$ cat config.mk
export PLATFORM = sky130hd
export DESIGN_NAME = spdif_encoder
export DESIGN_NICKNAME = d
export VERILOG_FILES = /design/src/rtl/spdif_pkg.sv /design/src/rtl/spdif_nco.sv /design/src/rtl/spdif_encoder.sv
export SDC_FILE = /design/constraint.sdc
export NUM_CORES = 1
export LEC_CHECK = 0
export ABC_AREA = 1
export ABC_CLOCK_PERIOD_IN_PS = 4200
export BUFFER_PORTS_ARGS = -buffer_cell sky130_fd_sc_hd__buf_2
export CAP_MARGIN = 20
export CORE_UTILIZATION = 35
export DETAILED_ROUTE_END_ITERATION = 8
export GPL_TIMING_DRIVEN = 0
export PLACE_DENSITY = 0.61
export SYNTH_ARGS = -nofsm -noshare
export SYNTH_HDL_FRONTEND = slang
export SYNTH_HIERARCHICAL = 1
export SYNTH_SLANG_ARGS = --single-unit
$ cat constraint.sdc
create_clock -name clk_in -period 4.2 [get_ports clk_in]
set_input_delay 1.05 -clock clk_in [delete_from_list [all_inputs] [get_ports clk_in]]
set_output_delay 1.05 -clock clk_in [all_outputs]
set_load 0.02 [all_outputs]
$ cat src/rtl/spdif_pkg.sv
// Shared S/PDIF framing constants: preamble cell patterns and subframe slot map.
// Used by both spdif_encoder and spdif_decoder.
package spdif_pkg;

    // Preamble cell patterns, first cell in the MSB, defined for a preceding line level of 0
    localparam logic [7:0] PRE_B = 8'b1110_1000;
    localparam logic [7:0] PRE_M = 8'b1110_0010;
    localparam logic [7:0] PRE_W = 8'b1110_0100;

    localparam int SLOT_AUX0        = 4;
    localparam int SLOT_V           = 28;
    localparam int SLOT_U           = 29;
    localparam int SLOT_C           = 30;
    localparam int SLOT_P           = 31;
    localparam int FRAMES_PER_BLOCK = 192;

    typedef enum logic {
        SUB_L = 1'b0,
        SUB_R = 1'b1
    } subframe_e;

    function automatic logic [7:0] preamble_for(input subframe_e sub, input logic block_start);
        if (sub == SUB_R) begin
            return PRE_W;
        end
        return block_start ? PRE_B : PRE_M;
    endfunction

endpackage

$ cat src/rtl/spdif_nco.sv
// Phase-accumulator NCO: the carry out of each addition is one biphase cell tick.
// Synchronous clear zeroes the phase and suppresses the tick in that cycle.
module spdif_nco #(
    parameter int ACC_W     = 24,
    parameter int PHASE_INC = 1937579
) (
    input  logic clk_in,
    input  logic clear,
    output logic tick
);

    localparam logic [ACC_W-1:0] INC = ACC_W'(PHASE_INC);

    logic [ACC_W-1:0] acc_reg;
    logic [ACC_W:0]   acc_sum;

    assign acc_sum = {1'b0, acc_reg} + {1'b0, INC};
    assign tick    = acc_sum[ACC_W] & ~clear;

    always_ff @(posedge clk_in) begin
        if (clear) begin
            acc_reg <= '0;
        end else begin
            acc_reg <= acc_sum[ACC_W-1:0];
        end
    end

endmodule

$ cat src/rtl/spdif_encoder.sv
// S/PDIF transmitter: holding register + handshake, 192-frame block framer,
// subframe slot mux with parity, and a registered biphase-mark line driver.
module spdif_encoder
    import spdif_pkg::*;
#(
    parameter int          ACC_W     = 24,
    parameter int          PHASE_INC = 1937579,
    parameter logic [39:0] CS_LO     = 40'h0
) (
    input  logic        clk_in,
    input  logic        resetb,
    input  logic        tx_enable,
    input  logic [23:0] sample_l,
    input  logic [23:0] sample_r,
    input  logic        sample_valid,
    output logic        sample_ready,
    output logic        tx_out,
    output logic        frame_start,
    output logic        underrun
);

    localparam logic [63:0] CS_EXT = {24'h0, CS_LO};

    logic        run;
    logic        nco_clear;
    logic        tick;

    logic        hold_full_reg;
    logic [23:0] hold_l_reg;
    logic [23:0] hold_r_reg;
    logic [23:0] l_reg;
    logic [23:0] r_reg;
    logic        v_reg;

    logic        cell_reg;
    logic [4:0]  slot_reg;
    subframe_e   sub_reg;
    logic [7:0]  frame_reg;

    logic        tx_out_reg;
    logic        pre_inv_reg;
    logic        frame_start_reg;
    logic        underrun_reg;

    logic        load;
    logic        xfer;
    logic        slot_first;
    logic        in_preamble;
    logic [23:0] cur_sample;
    logic        cs_bit;
    logic        parity;
    logic [31:0] slot_vec;
    logic        data_bit;
    logic [7:0]  pre_pat;
    logic [2:0]  pre_idx;
    logic        pre_inv;
    logic        line_next;

    assign run       = resetb & tx_enable;
    assign nco_clear = ~run;

    spdif_nco #(
        .ACC_W     (ACC_W),
        .PHASE_INC (PHASE_INC)
    ) u_nco (
        .clk_in (clk_in),
        .clear  (nco_clear),
        .tick   (tick)
    );

    assign load        = sample_valid & ~hold_full_reg;
    assign slot_first  = (slot_reg == 5'd0) & ~cell_reg;
    assign xfer        = tick & slot_first & (sub_reg == SUB_L);
    assign in_preamble = (slot_reg[4:2] == 3'd0);

    assign cur_sample = (sub_reg == SUB_R) ? r_reg : l_reg;
    assign cs_bit     = (frame_reg < 8'd40) & CS_EXT[frame_reg[5:0]];
    // U is always 0, so it drops out of the parity sum
    assign parity     = ^{cur_sample, v_reg, cs_bit};

    assign slot_vec[SLOT_AUX0-1:0] = '0;
    generate
        for (genvar gi = 0; gi < 24; gi++) begin : g_audio_slot
            assign slot_vec[SLOT_AUX0+gi] = cur_sample[gi];
        end
    endgenerate
    assign slot_vec[SLOT_V] = v_reg;
    assign slot_vec[SLOT_U] = 1'b0;
    assign slot_vec[SLOT_C] = cs_bit;
    assign slot_vec[SLOT_P] = parity;

    assign data_bit = slot_vec[slot_reg];

    // Preamble polarity is chosen from the line level just before slot 0 and held for all 8 cells
    assign pre_pat = preamble_for(sub_reg, frame_reg == 8'd0);
    assign pre_idx = {slot_reg[1:0], cell_reg};
    assign pre_inv = slot_first ? tx_out_reg : pre_inv_reg;

    always_comb begin
        line_next = tx_out_reg;
        if (in_preamble) begin
            line_next = pre_pat[3'd7 - pre_idx] ^ pre_inv;
        end else if (!cell_reg) begin
            line_next = ~tx_out_reg;
        end else begin
            line_next = tx_out_reg ^ data_bit;
        end
    end

    always_ff @(posedge clk_in) begin
        if (!resetb) begin
            hold_full_reg <= 1'b0;
            hold_l_reg    <= '0;
            hold_r_reg    <= '0;
        end else if (load) begin
            hold_full_reg <= 1'b1;
            hold_l_reg    <= sample_l;
            hold_r_reg    <= sample_r;
        end else if (xfer) begin
            hold_full_reg <= 1'b0;
        end
    end

    always_ff @(posedge clk_in) begin
        if (!run) begin
            cell_reg        <= 1'b0;
            slot_reg        <= '0;
            sub_reg         <= SUB_L;
            frame_reg       <= '0;
            tx_out_reg      <= 1'b0;
            pre_inv_reg     <= 1'b0;
            frame_start_reg <= 1'b0;
            underrun_reg    <= 1'b0;
            l_reg           <= '0;
            r_reg           <= '0;
            v_reg           <= 1'b0;
        end else begin
            frame_start_reg <= xfer;
            underrun_reg    <= xfer & ~hold_full_reg;
            if (tick) begin
                tx_out_reg <= line_next;
                cell_reg   <= ~cell_reg;
                if (slot_first) begin
                    pre_inv_reg <= tx_out_reg;
                end
                if (cell_reg) begin
                    slot_reg <= slot_reg + 5'd1;
                    if (slot_reg == 5'(SLOT_P)) begin
                        sub_reg <= (sub_reg == SUB_L) ? SUB_R : SUB_L;
                        if (sub_reg == SUB_R) begin
                            frame_reg <= (frame_reg == 8'(FRAMES_PER_BLOCK - 1)) ? 8'd0 : frame_reg + 8'd1;
                        end
                    end
                end
                if (xfer) begin
                    l_reg <= hold_full_reg ? hold_l_reg : 24'd0;
                    r_reg <= hold_full_reg ? hold_r_reg : 24'd0;
                    v_reg <= ~hold_full_reg;
                end
            end
        end
    end

    assign sample_ready = ~hold_full_reg;
    assign tx_out       = tx_out_reg;
    assign frame_start  = frame_start_reg;
    assign underrun     = underrun_reg;

endmodule
# --- Word-level counts from Yosys, hierarchy flattened ---
# Memories as Yosys holds them, arrays and structs flattened. A register that Yosys moved wholly into a read port is not among the register bits.
# Index checks and enable logic that the tools add are counted.
# W data, S select, Z words.
word_totals:
  romBits: 64
  output_inout_bits: 4
  wordCells: 70
  input_bits: 52
  memories: 1
  register_bits: 141
memory_table:
  columns: ["name", "depth", "width", "rd", "rd_clocked_by_memory_dff", "wr", "line_no", "source"]
  rows:
  - ["(name not given)", 64, 1, 1, 1, 0, "spdif_encoder.sv:77", "assign cs_bit = (frame_reg < 8'd40) & CS_EXT[frame_reg[5:0]];"]
classes:
  n_eq_ne: 2
  addsub: 4
  n_bitwise: 14
  reduce_logical: 9
  n_mux: 21
  magnitude_cmp: 4
ops:
  columns: ["op", "count"]
  rows:
  - ["$mux W24", 3]
  - ["$reduce_xor A26 Y1", 1]
  - ["$add A24 B21 Y25 const B", 1]
  - ["$mux W8", 3]
  - ["$mux W6", 2]
  - ["$mux W1", 10]
  - ["$add A8 B1 Y8 const B", 1]
  - ["$and A1 B1 Y1", 8]
  - ["$eq A8 B8 Y1 const B", 1]
  - ["$logic_not A8 Y1", 1]
  - ["$lt A8 B6 Y1 const B", 1]
  - ["$lt A6 B7 Y1 const B", 1]
  - ["$lt A5 B6 Y1 const B", 1]
  - ["$add A5 B1 Y5 const B", 1]
  - ["$bmux W1 S5", 1]
  - ["$eq A5 B5 Y1 const B", 1]
  - ["$logic_not A5 Y1", 1]
  - ["$lt A3 B4 Y1 const B", 1]
  - ["$mux W4", 1]
  - ["$not A1 Y1", 4]
  - ["$reduce_and A2 Y1", 2]
  - ["$reduce_and A4 Y1", 1]
  - ["$bmux W1 S3", 1]
  - ["$logic_not A3 Y1", 1]
  - ["4 further kinds", 5]

# --- Longest topological paths before layout ---
# Gate-level depths: netlist (run 1).
depth:
  depth_word: 9
  mapped_depth: 24
  ltp_nobuf: 22

# --- Hierarchy ---
# The synthesis (run 1) kept the hierarchy.
by_module_without_submodules:
  columns: ["module", "area_each_um2", "seq_area_each_um2", "cells_per_inst", "instances"]
  rows:
  - ["spdif_encoder", 5566.6, 2342.2, 845, 1]
  - ["spdif_nco", 1541.5, 480.5, 258, 1]

# --- Worst setup path after synthesis (run 1) ---
# OpenSTA, ideal clock, no wires.
synth_timing:
  path_type: "input-to-reg"
  from: "input port resetb"
  to: "register frame_reg[7]"
  setup_time_ps: 130
  n_path_buf: 0
  path_slack_ps: 1334
  required_ps: 4070
  path_stages: 12
  arrival_ps: 2736
  cell_sequence: "nand2_1 > a21oi_2 > nand2_1 > inv_1 > nand2_1 > nor2_1 > nand4_1 > nor2_1 > inv_1 > nor2_1 > and3_1 > nor3_1"
synth_between:
  elab_chain_cells: 3
synth_lines:
  columns: ["element", "line_no", "source"]
  rows:
  - ["start: declaration", "spdif_encoder.sv:11", "input logic resetb,"]
  - ["$and A1 B1 Y1", "spdif_encoder.sv:59", "assign run = resetb & tx_enable;"]
  - ["$and A1 B1 Y1", "spdif_nco.sv:18", "assign tick = acc_sum[ACC_W] & ~clear;"]
  - ["named net tick", "spdif_encoder.sv:26", "logic tick;"]
  - ["$reduce_and A4 Y1 (no line)", null, null]
  - ["end signal: assignment", "spdif_encoder.sv:151", "frame_reg <= (frame_reg == 8'(FRAMES_PER_BLOCK - 1)) ? 8'd0 : frame_reg + 8'd1;"]
  - ["end: declaration", "spdif_encoder.sv:38", "logic [7:0] frame_reg;"]
# The timed path passes the listed nets, and every way through them passes these cells.
# A chain may end at the register's enable or synchronous reset.

# --- Final worst setup path (run 1) ---
layout_timing:
  from: "input port resetb"
  to: "register l_reg[8]"
layout_between:
  elab_chain_cells: 5
layout_lines:
  columns: ["element", "line_no", "source"]
  rows:
  - ["$and A1 B1 Y1 (*)", "spdif_encoder.sv:59", null]
  - ["$and A1 B1 Y1 (*)", "spdif_nco.sv:18", null]
  - ["named net tick", "spdif_encoder.sv:26", null]
  - ["$and A1 B1 Y1 (2 in series)", "spdif_encoder.sv:73", "assign xfer = tick & slot_first & (sub_reg == SUB_L);"]
  - ["$reduce_and A2 Y1 (no line) (*)", null, null]
  - ["end signal: assignment", "spdif_encoder.sv:156", "l_reg <= hold_full_reg ? hold_l_reg : 24'd0;"]
  - ["end: declaration", "spdif_encoder.sv:31", "logic [23:0] l_reg;"]
# The timed path passes the listed nets; every way through them passes the cells marked *.

==> reports/results.ini, run 1 <==
[run_status]
status = finished, final reports clean

[global_routing]
grt.total_usage = 0.1919
grt_pass1_vias = 6390
grt_max_degree = 17
antenna_found_initial = 0
grt_pass1_wl_um = 30800
grt-ovfl-total = 0

[yosys]
synth_seq_cells = 141
synth_seq_area_share = 0.3971
synth_top_area_cell = dfxtp_1
ys_async_sr_fraction = 0
synth-edff-count = 0
ys_types = 39
synth_top_area_frac = 0.3971
syn_inst = 1103
ys_top_cells_by_count = 315 x nand2_1, 152 x nor2_1, 141 x dfxtp_1
synth_area_sq_um = 7108
synth_nets = 1161
yosysWarningCount = 6
avgSynthCellArea_sq_um = 6.444
synth_area_leaders = dfxtp_1 40%, nand2_1 17%, o21ai_0 9.0%, nor2_1 8.0%, nand3_1 5.6%
synth_most_common_cell = nand2_1
dominantRegCellSynth = dfxtp_1

[power]
leakage_nw = 3.517
vdd_ir_drop_max_v = 0.0002615
power_density_nw_per_um2 = 369.2

[clock_network]
cts_tree = built
cts.sinks = 141
cts_made_buffers = 17
cts_resized = 0
h-tree-depth = 4
ctsHoldBuffers = 0
clk_root_buffer_cell = clkbuf_16
cts.clk_slew.worst_paths_ns = 0.06
cts_setup_buffers = 0
clk_path_buf_depth = 2
clk-insertion-delay-late_ns = 0.43

[setup_path]
cp-start-kind = input port
cp.arrival_ns = 3.76
cp-end-kind = flip-flop
critical_path.reg2reg.startpoint = u_nco/acc_reg[0]
required_ns = 4.49
r2r_cells = 17
crit_path_start = resetb
worstSetupPathType = input port to flip-flop
path_max_fanout = 16
endpoint = l_reg[8]
r2r_end = l_reg[8]
r2r_setup_slack_ns = 0.86

[timing]
slew_headroom = 0.4809
slew_viol_final = 0
fmax_mhz = 288.5
hold_viol = 0
hold_ws_ns = 0.4448
setup_violations = 0
timing.final.ws_setup_ns = 0.7338
finalClockSkew_ns = 0.01817
worst_pin_slew_ns = 0.7768
finalSetupTns_ns = 0
period_minus_slack_ns = 3.466
post-route-period-util = 0.8253
rsz0062_at_grt = no

[floorplan]
num_rows = 51
dieArea_sq_um = 20880
die_h_um = 144.5
die_x_um = 144.5
ios = 56
core-area_sq_um = 19650
start_util = 0.3617

[place]
place.gp.congestion = 0.8939
io_buffer_count = 55
dpl.hpwl_um = 14140
place_ws_ns = 0.2938

[cells_and_area]
antenna_cells = 0
seqCellArea_sq_um = 2823
fin_nets = 1235
drive_gt1_frac = 0.1204
area_growth_pct = 16.32
fillers = 2157
final_util = 0.4207
multi_input_area_sq_um = 3588

[drt]
routed_via_density = 4.745
routed_wl_um = 18650
wl_per_cell_um = 12.83
drt_iter0_drc = 353
first_pass_iters = 7
final_antenna_net_count = 0
via_count = 6895
drc_errors = 0

[min_path]
hold_class = flip-flop to flip-flop

[job]
drv_cap = 0

-- layout by cell type (no fill, tap or decap), types with 3 or more instances in the layout --
master / count
nand3_2: 3
nand3_1: 80
o21ai_1: 11
buf_4: 3
buf_2: 61
inv_2: 11
clkbuf_16: 17
nand2_2: 9
nand2_1: 315
clkbuf_1: 27
xor2_1: 3
o2111ai_1: 4
dfxtp_1: 141
nor2_1: 152
nand4_1: 8
nor3_1: 7
inv_6: 3
nor2_2: 10
o21ai_0: 128
nor4_1: 3
ha_1: 6
o21ai_2: 3
buf_6: 8
clkinvlp_4: 4
inv_1: 104
a21oi_1: 40
-- how the worst min path moves through the flow --
stage / slack, ns / to / from / cells after the start
after detailed placement: 0.44 / u_nco/acc_reg[0] / u_nco/acc_reg[0] / 1
after global routing: 0.47 / u_nco/acc_reg[0] / u_nco/acc_reg[0] / 1
final: 0.44 / u_nco/acc_reg[0] / u_nco/acc_reg[0] / 1
after CTS: 0.45 / u_nco/acc_reg[0] / u_nco/acc_reg[0] / 1
after global placement: 0.43 / u_nco/acc_reg[0] / u_nco/acc_reg[0] / 1
after floorplan: 0.41 / u_nco/acc_reg[0] / u_nco/acc_reg[0] / 1
-- routing by layer --
metal / up-vias / global-route usage / wire, um
li1: 3677 / - / -
met1: 3063 / 0.2369 / 8886
met2: 128 / 0.3267 / 8710
met3: 27 / 0.03742 / 635
met4: 0 / 0.07590 / 416
met5: - / 0 / 0
-- per-stage QoR --
stage	cell area [sq um]	cells	power (mW)
after floorplan	7108	1103	1.575
after global placement	7715	1423	1.648
after detailed placement	7715	1423	1.652
after CTS	8268	1453	3.086
after global routing	8268	1453	3.178
final	8268	1453	3.052
-- where the power goes --
part           switching (mW)  internal (mW)
registers              0.0347           1.39
clock network           0.605          0.827
logic                   0.128         0.0695
total                   0.768           2.28
-- layout make-up --
class | count | area share
plain buffers | 46 | 0.03042
flip-flops and latches | 141 | 0.3414
repair buffers | 55 | 0.03329
clock inverters | 12 | 0.01377
multi-input cells | 798 | 0.4340
inverters | 118 | 0.05387
well taps | 265 | 0.04010
clock buffers | 18 | 0.05312
-- logic make-up (layout without fill, tap and decap cells) --
kind of cell	count (synthesis)	in the layout	share of synthesized area
adders and majority gates	6	6	0.01056
AOI/OAI and AO/OA	196	196	0.1449
and+or+nand+nor	593	593	0.3457
buffers and inverters	164	249	0.09805
DFF	141	141	0.3971
xor gates and xnor gates	3	3	0.003697
-- critical path: stages --
cell	delay, ns
buf_2	0.16
nand2_1	0.48
a21oi_2	0.46
inv_1	0.11
nor3_2	0.37
inv_1	0.22
nand2_1	0.33
clkbuf_1	0.40
o21ai_0	0.16
(Power assumes the default switching activity.)
==> inputs of run 2 (changes only) <==
--- a/config.mk
+++ b/config.mk
@@ -5,14 +5,14 @@
 export SDC_FILE = /design/constraint.sdc
 export NUM_CORES = 1
 export LEC_CHECK = 0
-export ABC_AREA = 1
-export ABC_CLOCK_PERIOD_IN_PS = 4200
+export ABC_AREA = 0
+export ABC_CLOCK_PERIOD_IN_PS = 3200
 export BUFFER_PORTS_ARGS = -buffer_cell sky130_fd_sc_hd__buf_2
 export CAP_MARGIN = 20
 export CORE_UTILIZATION = 35
 export DETAILED_ROUTE_END_ITERATION = 8
 export GPL_TIMING_DRIVEN = 0
-export PLACE_DENSITY = 0.61
+export PLACE_DENSITY = 0.62
 export SYNTH_ARGS = -nofsm -noshare
 export SYNTH_HDL_FRONTEND = slang
 export SYNTH_HIERARCHICAL = 1
==> constraint.sdc (replaced) <==
create_clock -name clk_in -period 3.2 [get_ports clk_in]
set_input_delay 0.8 -clock clk_in [delete_from_list [all_inputs] [get_ports clk_in]]
set_output_delay 0.8 -clock clk_in [all_outputs]
set_load 0.02 [all_outputs]
==> reports/results.ini, run 2 <==
[setup_path]
cp-start-kind = flip-flop  ; was input port
worstSetupPathType = flip-flop to flip-flop  ; was input port to flip-flop
critical_path.reg2reg.startpoint = u_nco/acc_reg[0]  ; unchanged
path_max_fanout = 7  ; was 16
required_ns = 3.50  ; was 4.49 ns
cp.arrival_ns = 3.32  ; was 3.76 ns
r2r_end = frame_reg[7]  ; was l_reg[8]
r2r_cells = 13  ; was 17
r2r_setup_slack_ns = 0.18  ; was 0.86 ns
cp-end-kind = flip-flop  ; unchanged

[floorplan]
dieArea_sq_um = 18530  ; was 20880 sq um
die_h_um = 136.1  ; was 144.5 um
ios = 56  ; unchanged
start_util = 0.3616  ; was 0.3617
core-area_sq_um = 17420  ; was 19650 sq um
die_x_um = 136.1  ; was 144.5 um
num_rows = 48  ; was 51

[timing]
setup_violations = 0  ; unchanged
rsz0062_at_grt = no  ; unchanged
finalClockSkew_ns = 0.008125  ; was 0.01817 ns
hold_viol = 0  ; unchanged
period_minus_slack_ns = 3.019
fmax_mhz = 331.2
worst_pin_slew_ns = 0.6098  ; was 0.7768 ns
post-route-period-util = 0.9435
slew_viol_final = 0  ; unchanged
slew_headroom = 0.5935  ; was 0.4809
finalSetupTns_ns = 0  ; unchanged
timing.final.ws_setup_ns = 0.1809  ; was 0.7338 ns

[power]
p_sw_mw = 0.9667  ; was 0.7679 mW
swShare = 0.2330  ; was 0.2516
pwr-share-clk = 0.504  ; was 0.469
power_density_nw_per_um2 = 551.0  ; was 369.2 nW/um^2
leakage_nw = 3.010  ; was 3.517 nW
power_mw = 4.149  ; was 3.052 mW
vdd_ir_drop_max_v = 0.0003587  ; was 0.0002615 V
p_seq_frac = 0.444  ; was 0.466
p_comb_frac = 0.052  ; was 0.065
power.internal_mw = 3.183  ; was 2.284 mW

[place]
placed_area_sq_um = 6854  ; was 7715 sq um
place_ws_ns = -0.8128  ; was 0.2938 ns
io_buffer_count = 55  ; unchanged
place.gp.congestion = 0.8627  ; was 0.8939
dpl.hpwl_um = 10440  ; was 14140 um

[drt]
final_antenna_net_count = 0  ; unchanged
wl_per_cell_um = 14.67  ; was 12.83 um
drc_errors = 0  ; unchanged
routed_via_density = 4.898  ; was 4.745
drt_iter0_drc = 243  ; was 353
via_count = 4795  ; was 6895
first_pass_iters = 4  ; was 7
routed_wl_um = 14360  ; was 18650 um

[clock_network]
clk_root_buffer_cell = clkbuf_16  ; unchanged
cts_made_buffers = 17  ; unchanged
cts.clk_slew.worst_paths_ns = 0.06  ; about the same
cts.sinks = 141  ; unchanged
clk-insertion-delay-late_ns = 0.42  ; was 0.43 ns
clk_path_buf_depth = 2  ; unchanged
cts_setup_buffers = 0  ; unchanged
h-tree-depth = 4  ; unchanged
cts_tree = built  ; unchanged

[min_path]
hold_end = u_nco/acc_reg[0]  ; unchanged
hold_class = flip-flop to flip-flop  ; unchanged
hp-start = u_nco/acc_reg[0]  ; unchanged
hold_path_depth = 1  ; unchanged

[yosys]
synth_top_area_cell = dfxtp_1  ; unchanged
ys_top_cells_by_count = 141 x dfxtp_1, 115 x nand2_1, 50 x a21boi_0  ; was 315 x nand2_1, 152 x nor2_1, 141 x dfxtp_1
synth_nets = 727  ; was 1161
synth_most_common_cell = dfxtp_1  ; was nand2_1
synth_top_area_frac = 0.4482  ; was 0.3971
ys_async_sr_fraction = 0  ; unchanged
synth-edff-count = 0  ; unchanged
synth_seq_area_share = 0.4482  ; was 0.3971
synth_area_sq_um = 6297  ; was 7108 sq um
ys_types = 59  ; was 39
synth_area_leaders = dfxtp_1 45%, nand2_1 6.9%, a22o_1 6.7%, a21boi_0 6.0%, xor2_1 5.0%  ; was dfxtp_1 40%, nand2_1 17%, o21ai_0 9.0%, nor2_1 8.0%, nand3_1 5.6%
syn_inst = 669  ; was 1103
dominantRegCellSynth = dfxtp_1  ; unchanged
avgSynthCellArea_sq_um = 9.413  ; was 6.444 sq um
yosysWarningCount = 6  ; unchanged
synth_seq_cells = 141  ; unchanged

[global_routing]
grt-ovfl-total = 0  ; unchanged
grt_pass1_vias = 4510  ; was 6390
grt_max_degree = 17  ; unchanged
antenna_found_initial = 0  ; unchanged
grt_pass1_wl_um = 23380  ; was 30800 um
grt.total_usage = 0.1668  ; was 0.1919

[cells_and_area]
area_growth_pct = 19.59  ; was 16.32%
antenna_cells = 0  ; unchanged
layout_common_cells = 141 x dfxtp_1, 114 x nand2_1, 63 x buf_2, 50 x a21boi_0, 48 x a22o_1  ; was 315 x nand2_1, 152 x nor2_1, 141 x dfxtp_1, 128 x o21ai_0, 104 x inv_1
fin_nets = 799  ; was 1235
fin_area_sq_um = 7531  ; was 8268 sq um
drive_gt1_frac = 0.1724  ; was 0.1204
fillers = 1716  ; was 2157
final_common_cell = dfxtp_1  ; was nand2_1

[run_status]
status = finished, final reports clean  ; unchanged

[job]
drv_cap = 0  ; unchanged

-- run 2: changes by cell type in the layout (fill, tap and decap cells not counted), moves of 11 or more --
cell / before / now
nand2_1: 315 / 114
o21ai_0: 128 / 10
nor2_1: 152 / 43
inv_1: 104 / 10
nand3_1: 80 / 9
a21boi_0: 1 / 50
a22o_1: 0 / 48
xor2_1: 3 / 36
a21oi_1: 40 / 12
xnor2_1: 0 / 25
mux2i_1: 0 / 17
mux4_2: 0 / 11
-- run 2: timing repair --
| action | CTS | global route |
|---|---|---|
| hold buffers | 0 | 0 |
| resized for setup | 11 | 12 |
| pin swaps | 0 | 0 |
| setup endpoints to repair | 47 | 45 |
-- run 2: kinds of logic (layout without fill, tap and decap cells) --
logic type,Yosys count,count (layout),synth area share
mux,30,30,0.06994
flops,141,141,0.4482
simple gates,216,216,0.1520
xor+xnor,61,61,0.08484
compound gates,158,158,0.1909
buf+inv,57,142,0.04212
fa+ha+maj,6,6,0.01192
-- run 2: stage by stage --
step / std cells / utilization / hold slack [ns]
2_1_floorplan: 669 / - / 0.4095
6_report: 979 / 0.4324 / 0.4371
3_3_place_gp: 949 / 0.3935 / 0.4250
3_5_place_dp: 949 / 0.3935 / 0.4319
4_1_cts: 980 / 0.4308 / 0.4433
5_1_grt: 979 / 0.4324 / 0.4651
-- run 2: worst max-delay path by stage --
stage,from,to,slack [ns],depth (start not counted)
floorplan,resetb,frame_reg[5],0.12,12
global placement,resetb,l_reg[14],-0.80,11
detailed placement,resetb,l_reg[13],-0.81,11
CTS,u_nco/acc_reg[0],l_reg[3],0.002,13
global route,u_nco/acc_reg[0],r_reg[2],0.0005,12
finish,u_nco/acc_reg[0],frame_reg[7],0.18,13
-- run 2: worst max-delay path, cell delays in order (launching register included) --
cell and delay, ns:
dfxtp_1 0.32, inv_1 0.06, ha_1 0.20, nor2b_4 0.07, o31a_4 0.32, o2111a_1 0.28
or3_1 0.38, and4b_2 0.28, and2_2 0.24, and3_4 0.23, and3_2 0.24, nand3_1 0.10
xor2_1 0.15, nor2_1 0.05
-- run 2: per-layer routing --
metal,vias to the layer above,part of all wire,track usage
met5,-,0,0
met4,0,0.021,0.07037
met3,18,0.029,0.04027
met2,69,0.48,0.2682
met1,2222,0.47,0.2122
li1,2486,-,-
-- run 2: area by class of cell --
cell class	instances	area, sq um	area share
clock buffer	19	452.9	0.06014
multi-input combinational	471	3243	0.4306
sequential	141	2823	0.3748
timing repair buffer	55	275.3	0.03655
buffer	43	230.2	0.03057
clock inverter	13	180.2	0.02392
tap	225	281.5	0.03738
inverter	12	45.04	0.005981
-- run 2: power by group through the flow --
stage | Combinational (mW) | Clock, mW | Sequential (mW)
final | 0.215 | 2.09 | 1.84
after global routing | 0.244 | 2.22 | 1.85
after CTS | 0.217 | 2.13 | 1.84
after detailed placement | 0.213 | 0 | 1.88
after global placement | 0.210 | 0 | 1.88
after floorplan | 0.137 | 0 | 1.87
==> inputs of run 3 (changes only) <==
--- a/config.mk
+++ b/config.mk
@@ -8,11 +8,12 @@
 export ABC_AREA = 0
 export ABC_CLOCK_PERIOD_IN_PS = 3200
 export BUFFER_PORTS_ARGS = -buffer_cell sky130_fd_sc_hd__buf_2
-export CAP_MARGIN = 20
+export CAP_MARGIN = 40
 export CORE_UTILIZATION = 35
 export DETAILED_ROUTE_END_ITERATION = 8
 export GPL_TIMING_DRIVEN = 0
 export PLACE_DENSITY = 0.62
+export SKIP_CTS_REPAIR_TIMING = 1
 export SYNTH_ARGS = -nofsm -noshare
 export SYNTH_HDL_FRONTEND = slang
 export SYNTH_HIERARCHICAL = 1
==> constraint.sdc (replaced) <==
create_clock -name clk_in -period 3.2 [get_ports clk_in]
set_input_delay 0.8 -clock clk_in [delete_from_list [all_inputs] [get_ports clk_in]]
set_output_delay 0.8 -clock clk_in [all_outputs]
set_load 0.01 [all_outputs]
==> reports/results.ini, run 3 (synthesis results as in run 2) <==
[place]
place_ws_ns = -0.8128  ; unchanged
placed_area_sq_um = 6854  ; unchanged
dpl.hpwl_um = 10440  ; unchanged
place.gp.congestion = 0.8627  ; unchanged
io_buffer_count = 55  ; unchanged

[job]
drv_cap = 0  ; unchanged

[timing]
hold_ws_ns = 0.4376  ; was 0.4371 ns
period_minus_slack_ns = 3.020  ; was 3.019 ns
setup_violations = 0  ; unchanged
post-route-period-util = 0.9436  ; was 0.9435
timing.final.ws_setup_ns = 0.1804  ; was 0.1809 ns
slew_viol_final = 0  ; unchanged
finalClockSkew_ns = 0.008576  ; was 0.008125 ns
fmax_mhz = 331.2  ; about the same
hold_viol = 0  ; unchanged
finalSetupTns_ns = 0  ; unchanged
worst_pin_slew_ns = 0.6213  ; was 0.6098 ns
slew_headroom = 0.5858  ; was 0.5935

[clock_network]
cts_made_buffers = 17  ; unchanged
clk_path_buf_depth = 2  ; unchanged
clk_root_buffer_cell = clkbuf_16  ; unchanged
cts_tree = built  ; unchanged
cts.sinks = 141  ; unchanged
cts.clk_slew.worst_paths_ns = 0.06  ; about the same
h-tree-depth = 4  ; unchanged
clk-insertion-delay-late_ns = 0.42  ; about the same

[global_routing]
antenna_found_initial = 0  ; unchanged
grt_pass1_vias = 4522  ; was 4510
grt_pass1_wl_um = 23360  ; was 23380 um
grt-ovfl-total = 0  ; unchanged
grt.total_usage = 0.1668  ; unchanged
grt_max_degree = 17  ; unchanged

[drt]
first_pass_iters = 4  ; unchanged
final_antenna_net_count = 0  ; unchanged
wl_per_cell_um = 14.71  ; was 14.67 um
drc_errors = 0  ; unchanged
drt_iter0_drc = 252  ; was 243
routed_via_density = 4.943  ; was 4.898
routed_wl_um = 14400  ; was 14360 um
via_count = 4839  ; was 4795

[power]
vdd_ir_drop_max_v = 0.0003589  ; was 0.0003587 V
leakage_nw = 3.012  ; was 3.010 nW
power_mw = 4.149  ; about the same
power_density_nw_per_um2 = 551.1  ; was 551.0 nW/um^2

[cells_and_area]
layout_common_cells = 141 x dfxtp_1, 114 x nand2_1, 63 x buf_2, 50 x a21boi_0, 48 x a22o_1  ; unchanged
area_growth_pct = 19.55  ; was 19.59%
fin_area_sq_um = 7528  ; was 7531 sq um
antenna_cells = 0  ; unchanged
fin_nets = 799  ; unchanged
drive_gt1_frac = 0.1724  ; unchanged
final_common_cell = dfxtp_1  ; unchanged

[floorplan]
start_util = 0.3616  ; unchanged
core-area_sq_um = 17420  ; unchanged
die_h_um = 136.1  ; unchanged
ios = 56  ; unchanged
num_rows = 48  ; unchanged
dieArea_sq_um = 18530  ; unchanged
die_x_um = 136.1  ; unchanged

[setup_path]
cp.arrival_ns = 3.32  ; about the same
critical_path.reg2reg.startpoint = u_nco/acc_reg[0]  ; unchanged
r2r_setup_slack_ns = 0.18  ; about the same
crit_cells = 13  ; unchanged
r2r_cells = 13  ; unchanged
cp-end-kind = flip-flop  ; unchanged
crit_path_start = u_nco/acc_reg[0]  ; unchanged
endpoint = frame_reg[7]  ; unchanged
critPathSlowestCell = or3_1  ; unchanged
required_ns = 3.50  ; about the same
path_delay_family = simple AND/OR/NAND/NOR gates  ; unchanged
cp-start-kind = flip-flop  ; unchanged
path_max_fanout = 7  ; unchanged
crit_buf_inv = 1  ; unchanged
crit_path_max_incr_delay_ns = 0.38  ; about the same
r2r_end = frame_reg[7]  ; unchanged
worstSetupPathType = flip-flop to flip-flop  ; unchanged
crit_chain = inv_1 > ha_1 > nor2b_4 > o31a_4 > o2111a_1 > or3_1 > and4b_2 > and2_4 > and3_2 > and3_2 > nand3_1 > xor2_1 > nor2_1  ; was inv_1 > ha_1 > nor2b_4 > o31a_4 > o2111a_1 > or3_1 > and4b_2 > and2_2 > and3_4 > and3_2 > nand3_1 > xor2_1 > nor2_1
cp_common_cell = and3_2

[min_path]
hold_class = flip-flop to flip-flop  ; unchanged
hp-start = u_nco/acc_reg[0]  ; unchanged

[run_status]
status = finished, final reports clean  ; unchanged

## run 3: stage by stage
| step | cells | utilization |
|---|---|---|
| global route | 979 | 0.4323 |
| finish | 979 | 0.4323 |
| detailed placement | 949 | 0.3935 |
| global placement | 949 | 0.3935 |
| CTS | 981 | 0.4299 |
| floorplan | 669 | - |
## run 3: final cells by class
cell class	count	area (sq um)
multi-input combinational	471	3241
inverter	12	45.04
sequential	141	2823
fill	1719	9888
tap	225	281.5
clock inverter	13	180.2
timing repair buffer	55	275.3
buffer	43	230.2
clock buffer	19	452.9
## run 3: power by group
group          switching (mW)  total (mW)  leakage [nW]  internal, mW
registers              0.0353        1.84          1.15          1.81
clock network           0.805        2.09         0.304          1.29
logic                   0.126       0.214          1.56        0.0883
total                   0.966        4.15          3.01          3.18
## run 3: worst min-delay path by stage
stage	to	slack (ns)	depth (start not counted)
finish	u_nco/acc_reg[0]	0.44	1
global route	u_nco/acc_reg[0]	0.47	1
CTS	u_nco/acc_reg[0]	0.44	1
detailed placement	u_nco/acc_reg[0]	0.43	1
global placement	u_nco/acc_reg[0]	0.42	1
floorplan	u_nco/acc_reg[0]	0.41	1
## run 3: worst reg2reg max path, cell delays in order (launching register included)
cell	delay (ns)
dfxtp_1	0.32
inv_1	0.06
ha_1	0.20
nor2b_4	0.07
o31a_4	0.32
o2111a_1	0.28
or3_1	0.38
and4b_2	0.28
and2_4	0.18
and3_2	0.26
and3_2	0.25
nand3_1	0.10
xor2_1	0.15
nor2_1	0.06
## run 3: metal layers
metal | global-route usage | part of all wire | vias to the layer above
li1 | - | - | 2488
met5 | 0 | 0 | -
met3 | 0.04176 | 0.031 | 23
met1 | 0.2106 | 0.47 | 2246
met2 | 0.2659 | 0.47 | 82
met4 | 0.07716 | 0.026 | 0
